### src/rtl/char_pkg.sv
// Shared glyph geometry, address/alpha helpers and the writer state enum.
// Used by both the font writer and the glyph reader so the RAM layout stays
// consistent between them.
package char_pkg;

    localparam int GLYPH_ROWS    = 8;
    localparam int GLYPH_COLS    = 8;
    localparam int ALPHA_W       = 3;
    localparam int CHAR_W        = 8;
    localparam int FONT_ADDR_W   = 14;
    localparam int BYTES_PER_ROW = 3;

    localparam int ROW_W  = $clog2(GLYPH_ROWS);
    localparam int COL_W  = $clog2(GLYPH_COLS);
    localparam int WORD_W = 8 * BYTES_PER_ROW;
    localparam int BCNT_W = 2;

    typedef enum logic [1:0] {
        ST_IDLE    = 2'd0,
        ST_COLLECT = 2'd1,
        ST_WRITE   = 2'd2
    } fw_state_t;

    // Glyph RAM address layout: {char, row, column}.
    function automatic logic [FONT_ADDR_W-1:0] font_addr(
        input logic [CHAR_W-1:0] c,
        input logic [ROW_W-1:0]  r,
        input logic [COL_W-1:0]  k
    );
        return {c, r, k};
    endfunction

    // Alpha for column k sits in bits [3k+2:3k] of the packed row word.
    function automatic logic [ALPHA_W-1:0] alpha_of(
        input logic [WORD_W-1:0] w,
        input logic [COL_W-1:0]  k
    );
        logic [4:0] lsb;
        lsb = 5'(k) * 5'd3;
        return w[lsb +: ALPHA_W];
    endfunction

endpackage

### src/rtl/font_writer_if.sv
// Byte-stream input and glyph-RAM write port of the font writer.
// master: the producer/testbench side; slave: the font writer itself.
interface font_writer_if;
    import char_pkg::*;

    logic                   i_start;
    logic [CHAR_W-1:0]      i_char;
    logic [7:0]             i_data;
    logic                   i_valid;
    logic                   o_ready;
    logic                   o_busy;
    logic                   o_done;
    logic                   o_we;
    logic [FONT_ADDR_W-1:0] o_addr;
    logic [ALPHA_W-1:0]     o_alpha;

    modport master (
        output i_start, i_char, i_data, i_valid,
        input  o_ready, o_busy, o_done, o_we, o_addr, o_alpha
    );

    modport slave (
        input  i_start, i_char, i_data, i_valid,
        output o_ready, o_busy, o_done, o_we, o_addr, o_alpha
    );

endinterface

### src/rtl/font_writer.sv
// Font writer: unpacks three little-endian bytes per glyph row into eight
// 3-bit alpha values and writes them to the glyph RAM, one per cycle.
// Build option FONT_WRITER_AUTOINC_EN: when defined, finishing row 7 moves
// on to the next character code (wrapping 0xFF -> 0x00) and keeps
// collecting; when undefined, the writer returns to IDLE after each glyph.
//
// state      | meaning
// -----------+-----------------------------------------------------------
// ST_IDLE    | waiting for i_start; o_ready low
// ST_COLLECT | accepting the 3 packed bytes of the current row
// ST_WRITE   | emitting 8 consecutive alpha writes for the current row
module font_writer
    import char_pkg::*;
(
    input logic          i_clk,
    input logic          i_rst,
    font_writer_if.slave bus
);

    localparam logic [BCNT_W-1:0] LAST_BYTE = BCNT_W'(BYTES_PER_ROW - 1);
    localparam logic [ROW_W-1:0]  LAST_ROW  = ROW_W'(GLYPH_ROWS - 1);
    localparam logic [COL_W-1:0]  LAST_COL  = COL_W'(GLYPH_COLS - 1);

    fw_state_t              state;
    logic [CHAR_W-1:0]      ch;
    logic [ROW_W-1:0]       row;
    logic [COL_W-1:0]       col;
    logic [BCNT_W-1:0]      bcnt;
    logic [WORD_W-1:0]      word;

    logic                   ready_q;
    logic                   busy_q;
    logic                   done_q;
    logic                   we_q;
    logic [FONT_ADDR_W-1:0] addr_q;
    logic [ALPHA_W-1:0]     alpha_q;

    assign bus.o_ready = ready_q;
    assign bus.o_busy  = busy_q;
    assign bus.o_done  = done_q;
    assign bus.o_we    = we_q;
    assign bus.o_addr  = addr_q;
    assign bus.o_alpha = alpha_q;

    // Sequencer: state, counters, row word and all registered outputs.
    // Outputs are computed one cycle ahead so the first write of a row
    // appears in the cycle right after its third byte is accepted.
    always_ff @(posedge i_clk) begin
        if (i_rst) begin
            state   <= ST_IDLE;
            ch      <= '0;
            row     <= '0;
            col     <= '0;
            bcnt    <= '0;
            word    <= '0;
            ready_q <= 1'b0;
            busy_q  <= 1'b0;
            done_q  <= 1'b0;
            we_q    <= 1'b0;
            addr_q  <= '0;
            alpha_q <= '0;
        end else begin
            done_q <= 1'b0;
            we_q   <= 1'b0;
            if (bus.i_start) begin
                // Start always wins: aborts any glyph in flight and drops a
                // byte offered in the same cycle.
                state   <= ST_COLLECT;
                ch      <= bus.i_char;
                row     <= '0;
                col     <= '0;
                bcnt    <= '0;
                word    <= '0;
                ready_q <= 1'b1;
                busy_q  <= 1'b1;
            end else begin
                unique case (state)
                    ST_IDLE: begin
                        ready_q <= 1'b0;
                        busy_q  <= 1'b0;
                    end
                    ST_COLLECT: begin
                        if (bus.i_valid) begin
                            unique case (bcnt)
                                2'd0:    word[7:0]   <= bus.i_data;
                                2'd1:    word[15:8]  <= bus.i_data;
                                default: word[23:16] <= bus.i_data;
                            endcase
                            if (bcnt == LAST_BYTE) begin
                                // Column 0 only needs byte0, already in word.
                                bcnt    <= '0;
                                col     <= '0;
                                state   <= ST_WRITE;
                                ready_q <= 1'b0;
                                we_q    <= 1'b1;
                                addr_q  <= font_addr(ch, row, '0);
                                alpha_q <= alpha_of(word, '0);
                            end else begin
                                bcnt <= bcnt + 2'd1;
                            end
                        end
                    end
                    ST_WRITE: begin
                        if (col != LAST_COL) begin
                            col     <= col + 3'd1;
                            we_q    <= 1'b1;
                            addr_q  <= font_addr(ch, row, col + 3'd1);
                            alpha_q <= alpha_of(word, col + 3'd1);
                        end else begin
                            col  <= '0;
                            word <= '0;
                            if (row != LAST_ROW) begin
                                row     <= row + 3'd1;
                                state   <= ST_COLLECT;
                                ready_q <= 1'b1;
                            end else begin
                                done_q <= 1'b1;
                                row    <= '0;
`ifdef FONT_WRITER_AUTOINC_EN
                                ch      <= ch + 8'd1;
                                state   <= ST_COLLECT;
                                ready_q <= 1'b1;
`else
                                state   <= ST_IDLE;
                                ready_q <= 1'b0;
                                busy_q  <= 1'b0;
`endif
                            end
                        end
                    end
                    default: begin
                        state   <= ST_IDLE;
                        ready_q <= 1'b0;
                        busy_q  <= 1'b0;
                    end
                endcase
            end
        end
    end

endmodule

### src/flat_wrapper.sv
// flat-port wrapper written by rule: the top's interface ports become plain ports
module font_writer_flat import char_pkg::*;
  (i_clk, i_rst, bus_i_start, bus_i_char, bus_i_data, bus_i_valid, bus_o_ready, bus_o_busy, bus_o_done, bus_o_we, bus_o_addr, bus_o_alpha);
  font_writer_if bus_i ();
  input logic i_clk;
  input logic i_rst;
  input wire logic [$bits(bus_i.i_start)-1:0] bus_i_start;
  input wire logic [$bits(bus_i.i_char)-1:0] bus_i_char;
  input wire logic [$bits(bus_i.i_data)-1:0] bus_i_data;
  input wire logic [$bits(bus_i.i_valid)-1:0] bus_i_valid;
  output wire logic [$bits(bus_i.o_ready)-1:0] bus_o_ready;
  output wire logic [$bits(bus_i.o_busy)-1:0] bus_o_busy;
  output wire logic [$bits(bus_i.o_done)-1:0] bus_o_done;
  output wire logic [$bits(bus_i.o_we)-1:0] bus_o_we;
  output wire logic [$bits(bus_i.o_addr)-1:0] bus_o_addr;
  output wire logic [$bits(bus_i.o_alpha)-1:0] bus_o_alpha;
  assign bus_i.i_start = bus_i_start;
  assign bus_i.i_char = bus_i_char;
  assign bus_i.i_data = bus_i_data;
  assign bus_i.i_valid = bus_i_valid;
  assign bus_o_ready = bus_i.o_ready;
  assign bus_o_busy = bus_i.o_busy;
  assign bus_o_done = bus_i.o_done;
  assign bus_o_we = bus_i.o_we;
  assign bus_o_addr = bus_i.o_addr;
  assign bus_o_alpha = bus_i.o_alpha;
  font_writer u_core (.i_clk(i_clk), .i_rst(i_rst), .bus(bus_i));
endmodule
### config.mk
export PLATFORM = sky130hd
export DESIGN_NAME = font_writer_flat
export DESIGN_NICKNAME = d
export VERILOG_FILES = /design/src/rtl/char_pkg.sv /design/src/rtl/font_writer_if.sv /design/src/rtl/font_writer.sv /design/src/flat_wrapper.sv
export SDC_FILE = /design/constraint.sdc
export NUM_CORES = 1
export LEC_CHECK = 0
export ABC_AREA = 1
export ABC_CLOCK_PERIOD_IN_PS = 1700
export CAP_MARGIN = 0
export CORE_MARGIN = 3
export CORE_UTILIZATION = 45
export DETAILED_ROUTE_END_ITERATION = 10
export PLACE_DENSITY = 0.72
export SLEW_MARGIN = 10
export SYNTH_ARGS = -nofsm -noshare
export SYNTH_HDL_FRONTEND = slang
export SYNTH_SLANG_ARGS = --single-unit
export TNS_END_PERCENT = 30
### constraint.sdc
create_clock -name i_clk -period 1.7 [get_ports i_clk]
set_input_delay 0.17 -clock i_clk [delete_from_list [all_inputs] [get_ports i_clk]]
set_output_delay 0.17 -clock i_clk [all_outputs]
set_load 0.05 [all_outputs]
==> results of run 1 <==
[state kept, by name, indices dropped and copies added, names as in the netlist]
signal,flops
u_core.bcnt,2
u_core.bus.o_addr,14
u_core.bus.o_alpha,3
u_core.bus.o_busy,1
u_core.bus.o_done,1
u_core.bus.o_ready,1
u_core.bus.o_we,1
u_core.ch,8
u_core.col,3
u_core.row,3
u_core.state,2
u_core.word,24
[logic make-up after synthesis]
group                    synth area share [%]
flip-flops                               42.6
AND/OR/NAND/NOR                          28.8
buffers and inverters                    10.1
adder cells (fa/ha/maj)                  3.81
AO/OA/AOI/OAI                            14.7
[final timing paths]
path | to | slack [ns]
max reg2reg | u_core.bus.o_addr[12]$_SDFFE_PP0P_ | 0.08
max | bus_o_addr[1] | 0.04
min reg2reg | u_core.word[5]$_SDFFE_PP0P_ | 0.45
min | u_core.word[16]$_SDFFE_PP0P_ | 0.42
[per-layer routing]
layer	global-route usage, %	vias to the layer above	wire [µm]
li1	-	1461	-
met1	24.8	1235	3120
met2	32.0	76	3230
met3	4.16	13	438
met4	6.80	0	98
met5	0	-	0
[power groups by stage]
stage          combinational (µW)  clock [µW]  sequential (µW)
2_1_floorplan                 509           0             1800
3_3_place_gp                  891           0             1670
3_5_place_dp                  900           0             1670
4_1_cts                       915        1440             1640
5_1_grt                      1060        1510             1650
6_report                      958        1410             1640
[stage by stage]
step                      instances   TNS, ns  hold WS, ns  cell area, µm²  utilization (%)
after floorplan                 420         0        0.239            2960                -
after global placement          543   -0.0538        0.441            3530             57.6
after detailed placement        543    -0.886        0.446            3530             57.6
after CTS                       558  -0.00103        0.407            3760             61.3
after global routing            559    -0.279        0.435            3820             62.3
final                           559         0        0.419            3820             62.3
[final cells by class]
cell class	count	area (µm²)
clock buffers	11	141
clock inverters	4	70.1
repair buffers	65	617
fillers	561	2310
flip-flops and latches	63	1270
well taps	75	93.8
inverters	49	184
multi-input cells	292	1450
[layout by cell type (no fill, tap or decap), types with 6 or more instances in the layout]
master,instances
nand2_1,91
nor2_1,63
dfxtp_1,61
inv_1,42
clkdlybuf4s50_1,38
a21oi_1,32
o21ai_0,29
nand3_1,24
buf_4,21
o21ai_1,15
clkbuf_8,10
inv_2,6
[repair_timing]
action | 4_1_cts | 5_1_grt
gates resized for setup | 4 | 22
setup buffers | 0 | 0
pin swaps | 0 | 3
setup endpoints to repair | 22 | 45
gates cloned | 0 | 1
==> impl_metrics.env, run 1 <==
export IMPL_die_y_um=87.1
export IMPL_syn_area_per_cell_um2=7.04
export IMPL_fmax_ghz=0.602
export IMPL_reg2reg_from="u_core.state[0]$_SDFFE_PP0P_"
export IMPL_ys_types=26
export IMPL_ff2ff_path_depth=10
export IMPL_startpoint="u_core.bus.o_addr[1]$_SDFFE_PP0P_"
export IMPL_port_buffers=40
export IMPL_clockBufferDepth=2
export IMPL_yosysSeqAreaShare_pct=42.6
export IMPL_fin_crit_sh_pct=97.8
export IMPL_power_switching_uw=1210
export IMPL_viasPerCell=4.98
export IMPL_hold_class="primary input to flop"
export IMPL_grt_ovfl_total=0
export IMPL_numCtsBuffers=9
export IMPL_syn_area_mm2=0.00296
export IMPL_first_pass_iters=5
export IMPL_dp_slack_ns=-0.131
export IMPL_layout_drive_gt1_share_pct=14.9
export IMPL_worst_path_stages=1
export IMPL_antenna_found_initial=0
export IMPL_report_final_slew_viol_count=0
export IMPL_synthTopCellsByCount="nand2_1, nor2_1, dfxtp_1"
export IMPL_internal_power_uw=2800
export IMPL_synth_top_cell_area_share_pct=42.6
export IMPL_grt_pass1_wl_um=11500
export IMPL_layout_nets=509
export IMPL_power_total_uw=4010
export IMPL_dieArea_mm2=0.00758
export IMPL_clk_pin_slew_ns=0.07
export IMPL_dpl_hpwl_um=5030
export IMPL_synth_area_leaders="dfxtp_1, nand2_1, nor2_1"
export IMPL_leakagePower_uw=0.00169
export IMPL_diodes=0
export IMPL_synth_async_reset_ratio_pct=0
export IMPL_hold_start="bus_i_data[0]"
export IMPL_clk_latency_ns=0.33
export IMPL_end_kind="output port"
export IMPL_cts_hold_buf=0
export IMPL_arrival_ns=1.49
export IMPL_status="complete, no violations"
export IMPL_wl_per_cell_um=12.3
export IMPL_cts_tree="yes"
export IMPL_combPwrFrac_pct=23.9
export IMPL_cts_root_buffer="clkbuf_8"
export IMPL_hold_depth=3
export IMPL_seq_power_share_pct=40.9
export IMPL_rows=28
export IMPL_crit_buf_inv=1
export IMPL_wl_um=6890
export IMPL_gp_congestion=0.826
export IMPL_area_growth_pct=29.2
export IMPL_synth_ff_type="dfxtp_1"
export IMPL_clock_sinks=63
export IMPL_syn_inst=420
export IMPL_critPathMaxStageDelay_ns=0.81
export IMPL_layout_min_cycle_time_ns=1.66
export IMPL_ios=41
export IMPL_critPathLaunchType="flop"
export IMPL_power_density_mw_per_mm2=1050
export IMPL_switching_share_pct=30.2
export IMPL_grt_pass1_vias=2522
export IMPL_vias=2785
export IMPL_yosys_area_top_type="dfxtp_1"
export IMPL_synth_edf_count=0
export IMPL_drtIter0Drc=129
export IMPL_drv_cap=0
export IMPL_path_class="flop to output port"
export IMPL_core_mm2=0.00613
export IMPL_rsz0062_at_grt="true"
export IMPL_ys_ff_latch=63
export IMPL_grt_max_degree=23
export IMPL_required_ns=1.53
export IMPL_synth_nets=449
export IMPL_crit_family="buffers and inverters"
export IMPL_maxSlewHeadroom_pct=66.1
export IMPL_ir_drop_mv=0.516
export IMPL_die_w_um=87.1
export IMPL_slowest_stage="clkdlybuf4s50_1"
export IMPL_max_slew_worst_pin_slew_ns=0.507
export IMPL_start_util_pct=48.2
export IMPL_yosysWarnings=0
export IMPL_grtUsageTotal_pct=19.3
export IMPL_detail_route_antenna_nets=0
export IMPL_htreeDepth=3
export IMPL_drc=0
export IMPL_pwr_share_clk_pct=35.2
export IMPL_setup_viol=0
export IMPL_post_synth_top_count_cell="nand2_1"
export IMPL_fin_ws_ns=0.0378
export IMPL_crit_chain="clkdlybuf4s50_1"
export IMPL_skew_ns=0.0113
export IMPL_worst_path_max_fanout=2
export IMPL_hold_violations=0
Note: power is estimated with default switching activity, not from simulation.
==> run 2, diff against run 1 <==
--- a/config.mk
+++ b/config.mk
@@ -12,6 +12,7 @@
 export CORE_UTILIZATION = 45
 export DETAILED_ROUTE_END_ITERATION = 10
 export PLACE_DENSITY = 0.72
+export REMOVE_ABC_BUFFERS = 1
 export SLEW_MARGIN = 10
 export SYNTH_ARGS = -nofsm -noshare
 export SYNTH_HDL_FRONTEND = slang
==> run 2 against run 1 <==
  * Core utilization is 0.10 points lower
  * Global-route usage is 0.73 points higher
  * Largest power group unchanged
  * Critical endpoint is now bus_o_addr[4]
  * Routed wire length is 4.1% higher
  * Critical path type unchanged
  * Clock power hardly changed
  * Non-clock buffer count is 3 lower
  * Total power is 0.34% lower
==> impl_metrics.env, run 2 (synthesized netlist as in run 1, its figures left out) <==
export IMPL_clockBufferDepth=2
export IMPL_setup_tns_ns=0
export IMPL_largest_register="u_core.word"
export IMPL_regArea_mm2=0.00126
export IMPL_layout_nets=507
export IMPL_viasPerCell=4.93
export IMPL_drc=0
export IMPL_dieArea_mm2=0.00758
export IMPL_fillerInstances=540
export IMPL_maxSlewHeadroom_pct=65.7
export IMPL_report_final_slew_viol_count=0
export IMPL_fin_crit_sh_pct=97.2
export IMPL_path_class="flop to output port"
export IMPL_critPathMaxStageDelay_ns=0.80
export IMPL_rr_endpoint="u_core.word[20]$_SDFFE_PP0P_"
export IMPL_setup_viol=0
export IMPL_cts_root_buffer="clkbuf_8"
export IMPL_skew_ns=0.00595
export IMPL_stdcell_area_mm2=0.00382
export IMPL_clock_sinks=63
export IMPL_dpl_hpwl_um=4980
export IMPL_post_route_util_pct=62.2
export IMPL_htreeDepth=3
export IMPL_gp_congestion=0.875
export IMPL_antenna_found_initial=0
export IMPL_cts_hold_buf=0
export IMPL_drv_cap=0
export IMPL_hold_class="primary input to flop"
export IMPL_ff2ff_setup_slack_ns=0.10
export IMPL_rsz0062_at_grt="true"
export IMPL_crit_chain="clkdlybuf4s50_1"
export IMPL_start_util_pct=48.2
export IMPL_die_w_um=87.1
export IMPL_arrival_ns=1.48
export IMPL_die_y_um=87.1
export IMPL_clk_pin_slew_ns=0.07
export IMPL_cts_tree="yes"
export IMPL_grt_max_degree=25
export IMPL_detail_route_antenna_nets=0
export IMPL_end_kind="output port"
export IMPL_layout_drive_gt1_share_pct=14.5
export IMPL_hold_start="bus_i_data[6]"
export IMPL_power_density_mw_per_mm2=1050
export IMPL_fmax_ghz=0.605
export IMPL_rows=28
export IMPL_hold_depth=3
export IMPL_crit_family="buffers and inverters"
export IMPL_first_pass_iters=4
export IMPL_layout_min_cycle_time_ns=1.65
export IMPL_worst_path_max_fanout=2
export IMPL_grt_ovfl_total=0
export IMPL_area_growth_pct=29.0
export IMPL_critPathLaunchType="flop"
export IMPL_drtIter0Drc=144
export IMPL_ir_drop_mv=0.586
export IMPL_most_common_layout_cells="nand2_1, nor2_1, dfxtp_1, inv_1"
export IMPL_vias=2745
export IMPL_ios=41
export IMPL_port_buffers=40
export IMPL_grtUsageTotal_pct=20.1
export IMPL_clk_latency_ns=0.34
export IMPL_holdPathEnd="u_core.word[22]$_SDFFE_PP0P_"
export IMPL_leakagePower_uw=0.00177
export IMPL_max_slew_worst_pin_slew_ns=0.513
export IMPL_core_mm2=0.00613
export IMPL_wl_per_cell_um=12.9
export IMPL_final_common_cell="nand2_1"
export IMPL_ff2ff_path_depth=9
export IMPL_diodes=0
export IMPL_startpoint="u_core.bus.o_addr[4]$_SDFFE_PP0P_"
export IMPL_grt_pass1_wl_um=11800
export IMPL_hold_violations=0
export IMPL_reg2reg_from="u_core.col[0]$_SDFFE_PP0P_"
export IMPL_numCtsBuffers=9
export IMPL_crit_buf_inv=1
export IMPL_largest_reg_flops=24
export IMPL_dpl_cell_area_mm2=0.00351
export IMPL_multiInputGateArea_mm2=0.00144
export IMPL_status="complete, no violations"
export IMPL_slowest_stage="clkdlybuf4s50_1"
export IMPL_required_ns=1.53
export IMPL_wl_um=7170
export IMPL_grt_pass1_vias=2628
run 2: cell count changes in the layout (fill, tap and decap cells not counted), sizes merged:
cell	delta
dlymetal6s2s	+5
clkdlybuf4s50	-5
buf	-3
nand3	+1
bufinv	-1
clkinvlp	+1
clkinv	-2
clkbuf	+2
run 2: per-layer routing:
layer / track usage [%] / share of wire [%]
met3: 4.82 / 5.6
met2: 32.5 / 46
met4: 10.8 / 2.5
met1: 24.5 / 46
met5: 0 / 0
run 2: worst max path at each step:
stage,end,depth (start not counted)
after CTS,u_core.bus.o_addr[12]$_SDFFE_PP0P_,9
after global routing,u_core.bus.o_addr[7]$_SDFFE_PP0P_,10
final,bus_o_addr[4],1
after global placement,u_core.bus.o_addr[9]$_SDFFE_PP0P_,9
after detailed placement,u_core.bus.o_addr[12]$_SDFFE_PP0P_,9
after floorplan,u_core.word[16]$_SDFFE_PP0P_,8
run 2: power by group:
group          internal (µW)  leakage, µW  switching, µW  total, µW
sequential              1590     0.000515           54.3       1640
combinational            345      0.00114            606        951
clock                    829     0.000108            576       1410
run 2: layout make-up:
class                      count  share of cell area [%]
timing repair buffer          62                    16.1
sequential                    63                    33.1
multi-input combinational    293                    37.8
clock inverter                 2                   0.984
tap                           75                    2.46
clock buffer                  13                    4.69
inverter                      49                    4.82
run 2: repair_timing:
action | 4_1_cts | 5_1_grt
pin swaps | 0 | 2
hold endpoints to repair | 0 | 0
endpoints found under the setup margin | 12 | 46
gates resized for setup | 2 | 27
cloned | 0 | 2
buffers inserted | 0 | 2
run 2: metrics by stage:
| step | instances | hold WS, ns | setup slack, ns | power [µW] |
|---|---|---|---|---|
| 6_report | 557 | 0.404 | 0.0474 | 4000 |
| 3_3_place_gp | 538 | 0.440 | 0.0545 | 2540 |
| 5_1_grt | 557 | 0.412 | -0.0143 | 4200 |
| 4_1_cts | 553 | 0.394 | 0.00738 | 3980 |
| 2_1_floorplan | 404 | 0.239 | -0.116 | 2240 |
| 3_5_place_dp | 538 | 0.448 | -0.0392 | 2560 |
